==> config.mk <==
export PLATFORM = sky130hd
export DESIGN_NAME = jt5205_decim2x
export DESIGN_NICKNAME = d
export VERILOG_FILES = /design/src/rtl/jt5205_decim2x.sv
export SDC_FILE = /design/constraint.sdc
export NUM_CORES = 1
export LEC_CHECK = 0
export ABC_AREA = 0
export BUFFER_PORTS_ARGS = -buffer_cell sky130_fd_sc_hd__buf_2
export CAP_MARGIN = 15
export CORE_MARGIN = 2
export CORE_UTILIZATION = 35
export CTS_CLUSTER_SIZE = 20
export DETAILED_ROUTE_END_ITERATION = 8
export PLACE_DENSITY = 0.5
export SYNTH_ARGS = -nofsm -noshare
export SYNTH_HDL_FRONTEND = slang
export SYNTH_SLANG_ARGS = --single-unit
==> constraint.sdc <==
create_clock -name clk -period 11.92 [get_ports clk]
set_input_delay 1.192 -clock clk [delete_from_list [all_inputs] [get_ports clk]]
set_output_delay 1.192 -clock clk [all_outputs]
set_load 0.03 [all_outputs]
==> src/rtl/jt5205_decim2x.sv <==
// 2:1 half-band decimator for 12-bit signed PCM.
// Serial shift-add datapath, one output every second input sample.
module jt5205_decim2x (
  input  logic        clk,
  input  logic        rst,
  input  logic        cen,
  input  logic [11:0] din,
  output logic [11:0] dout,
  output logic        dout_cen
);

  typedef enum logic [2:0] {
    IDLE,
    S1,
    S2,
    S3,
    S4
  } state_t;

  state_t st;

  logic signed [11:0] x [0:6];
  logic               phase;
  logic               trigger;

  logic signed [12:0] po;
  logic signed [12:0] pm;
  logic signed [11:0] pc;
  logic signed [17:0] acc;

  logic signed [17:0] po18;
  logic signed [17:0] pm18;
  logic signed [17:0] pc18;
  logic signed [17:0] rnd;
  logic signed [17:0] r;
  logic        [11:0] sat;

  assign trigger = cen & phase;

  always_ff @(posedge clk or posedge rst) begin
    if (rst) begin
      for (int i = 0; i < 7; i++) x[i] <= '0;
      phase <= 1'b0;
    end else if (cen) begin
      x[0] <= din;
      for (int i = 1; i < 7; i++) x[i] <= x[i-1];
      phase <= ~phase;
    end
  end

  assign po18 = {{5{po[12]}}, po};
  assign pm18 = {{5{pm[12]}}, pm};
  assign pc18 = {{6{pc[11]}}, pc};
  assign rnd  = acc + 18'sd16;
  assign r    = rnd >>> 5;

  // Clamp the rounded sum into the 12-bit output range
  always_comb begin
    sat = r[11:0];
    if (r > 18'sd2047)
      sat = 12'h7ff;
    else if (r < -18'sd2048)
      sat = 12'h800;
  end

  always_ff @(posedge clk or posedge rst) begin
    if (rst) begin
      st       <= IDLE;
      po       <= '0;
      pm       <= '0;
      pc       <= '0;
      acc      <= '0;
      dout     <= '0;
      dout_cen <= 1'b0;
    end else begin
      dout_cen <= 1'b0;
      case (st)
        IDLE: begin
          if (trigger) st <= S1;
        end
        S1: begin
          po <= {x[0][11], x[0]} + {x[6][11], x[6]};
          pm <= {x[2][11], x[2]} + {x[4][11], x[4]};
          pc <= x[3];
          st <= S2;
        end
        S2: begin
          acc <= (pm18 <<< 3) + pm18 - po18;
          st  <= S3;
        end
        S3: begin
          acc <= acc + (pc18 <<< 4);
          st  <= S4;
        end
        S4: begin
          dout     <= sat;
          dout_cen <= 1'b1;
          st       <= trigger ? S1 : IDLE;
        end
        default: st <= IDLE;
      endcase
    end
  end

endmodule
==> impl_metrics.json <==
{
  "status": "completed",
  "antenna_found_initial": 0,
  "clkTransAtPathRegs_ns": 0.07,
  "die_x_um": 161.9,
  "grt_pass1_vias": 5837,
  "wl_um": 17360,
  "ys_seq_elements": 153,
  "layout-drive-gt1-share_pct": 20.60,
  "tightestPinTransition_ns": 0.9272,
  "antennaDiodeCount": 0,
  "r2r-start": "po[7]",
  "synth_most_common_cell": "dfrtp_1",
  "ant_nets": 0,
  "setup_viol": 0,
  "dr.pass1.iters": 4,
  "cts_resized": 0,
  "fillers": 2436,
  "clockBufferDepth": 2,
  "path_delay_family": "compound AO/OA/AOI/OAI gates",
  "cts_tree": "built",
  "viasPerCell": 4.842,
  "rsz0062_at_grt": "false",
  "clock-sinks": 153,
  "io_pins": 28,
  "die_area_um2": 26200,
  "nets": 941,
  "grt_start_max_net_pins": 92,
  "path_buf_inv": 1,
  "crit_arrival_ns": 3.18,
  "grt_pass1_wl_um": 30430,
  "die_h_um": 161.9,
  "synthesis.area_um2": 8723,
  "synth_cell_types": 71,
  "grtUsageTotal_pct": 14.46,
  "comb_power_share_pct": 54.1,
  "synth_edf_count": 0,
  "worstHoldStart": "phase",
  "clk_latency_ns": 0.44,
  "cts_setup_buffers": 0,
  "coreArea_um2": 24390,
  "overflow": 0,
  "yosysWarningCount": 0,
  "leakage_nw": 4.433,
  "clock_skew_ns": 0.01468,
  "power_frac_seq_pct": 27.2,
  "gp_congestion": 0.7841,
  "wl_per_cell_um": 14.55,
  "critPathLaunch": "po[7]",
  "finalCritPeriodShare_pct": 24.03,
  "max_stage_delay_ns": 0.53,
  "netSwitchingFraction_pct": 42.84,
  "avgSynthCellArea_um2": 10.46,
  "crit_slowest_cell": "fa_1",
  "ir_worst_vdd_mv": 0.1116,
  "p_sw_mw": 1.351,
  "syn_inst": 834,
  "cts_root_buf": "clkbuf_16",
  "ys_async_sr_fraction_pct": 100.0,
  "p_per_area_nw_per_um2": 320.9,
  "yosysTopAreaCell": "dfrtp_1",
  "finalMaxSlewViolations": 0,
  "synthTopCellsByArea": "dfrtp_1, mux2_2, ha_1, nand2_1, fa_1",
  "ys_seq_area_share_pct": 43.89,
  "path_max_fanout": 5,
  "critical_path_class": "register to register",
  "synth_fp_nets": 919,
  "port_buffers": 27,
  "drtIter0Drc": 294,
  "htreeDepth": 4,
  "clkPwrFrac_pct": 18.7,
  "area_delta_synth_final_pct": 12.71,
  "rrSetupSlack_ns": 9.06,
  "via_count": 5776,
  "final_hold_viol_count": 0,
  "internal_power_mw": 1.803,
  "drc": 0,
  "ys.flop_type": "dfrtp_1",
  "numCtsBuffers": 17,
  "dpl.hpwl_um": 12390,
  "rows": 57,
  "instances_no_fill": 1193,
  "fmax_mhz": 349.2,
  "drv_cap": 0,
  "netlist.area_leader.share_pct": 43.89,
  "cts_hold_buffers": 0,
  "start_util_pct": 35.76,
  "min_period_ns": 2.864,
  "slew_headroom_pct": 37.74,
  "hold_path_class": "register to register",
  "cp-start-kind": "register",
  "critical_path_required_ns": 12.24,
  "tns_ns": 0,
  "synth_commonest_cells": "dfrtp_1, nand2_1, mux2_2",
  "dp_cells": 1161,
  "end_kind": "register",
  "crit_path_cell_trace": "fa_1 > inv_1 > ha_1 > and2_4 > a221o_1 > a21oi_4 > a21boi_2 > a31oi_2 > o211ai_1 > a31o_1"
}
[through the flow]
step	cell area (µm²)	hold slack (ns)	utilization (%)	total power, mW	setup WS [ns]
final	9832	0.4758	40.31	3.155	9.056
after global routing	9832	0.5005	40.31	3.488	8.869
after detailed placement	9199	0.4670	37.71	2.586	9.060
after global placement	9199	0.4536	37.71	2.581	9.059
after floorplan	8723	0.4385	-	2.218	6.607
after CTS	9832	0.4793	40.31	3.202	9.047
[kinds of logic after synthesis]
kind of cell | count (synthesis) | share of synthesized area, %
compound gates | 161 | 12.03
simple gates | 223 | 12.41
mux | 83 | 10.69
xor+xnor | 41 | 4.203
fa+ha+maj | 81 | 12.74
buf+inv | 92 | 4.045
flops | 153 | 43.89
[power groups by stage]
stage	Combinational (mW)	Sequential (mW)	Clock [mW]
after global placement	1.71	0.869	0
final	1.71	0.857	0.590
after detailed placement	1.72	0.871	0
after global routing	1.97	0.890	0.632
after CTS	1.73	0.862	0.610
after floorplan	1.36	0.860	0
[area by class of cell]
| type | count | area, µm² | area share (%) |
|---|---|---|---|
| clock inverter | 14 | 193.9 | 1.973 |
| inverter | 63 | 241.5 | 2.456 |
| tap | 324 | 405.4 | 4.123 |
| timing repair buffer | 32 | 175.2 | 1.782 |
| clock buffer | 18 | 439.2 | 4.467 |
| multi-input combinational | 589 | 4548 | 46.26 |
| sequential | 153 | 3829 | 38.94 |
[sequential cells by signal, indices dropped and copies added (netlist names), 3 cells and up]
signal / flops
dout: 12
x: 84
acc: 14
pm: 13
st: 3
po: 13
pc: 12
[placed cells by master (no fill, tap or decap), types with 9 or more instances in the layout]
| cell | count |
|---|---|
| dfrtp_1 | 153 |
| nand2_1 | 103 |
| mux2_2 | 81 |
| inv_1 | 61 |
| ha_1 | 55 |
| o21ai_0 | 34 |
| a21oi_1 | 31 |
| nor2_1 | 30 |
| xnor2_1 | 27 |
| buf_2 | 26 |
| o21ai_1 | 21 |
| clkbuf_16 | 17 |
| nand3_1 | 16 |
| fa_1 | 15 |
| xor2_1 | 13 |
| nor3_1 | 11 |
| a21o_1 | 10 |
| maj3_2 | 10 |
| nor3b_1 | 9 |
[layer usage]
metal	part of all wire, %	GRT usage (%)
met1	52	20.95
met2	44	21.88
met3	2.6	2.962
met4	0.94	4.224
met5	0	0
[path summary, 6_finish.rpt]
check,endpoint,cells after the start
worst max-delay path,acc[16],10
worst min-delay path,phase,1
worst max register to register,acc[16],10
worst min register to register,phase,1
max in group asynchronous,x[44],3
min in group asynchronous,st[1],2
Power figures use the tool's default switching activity.
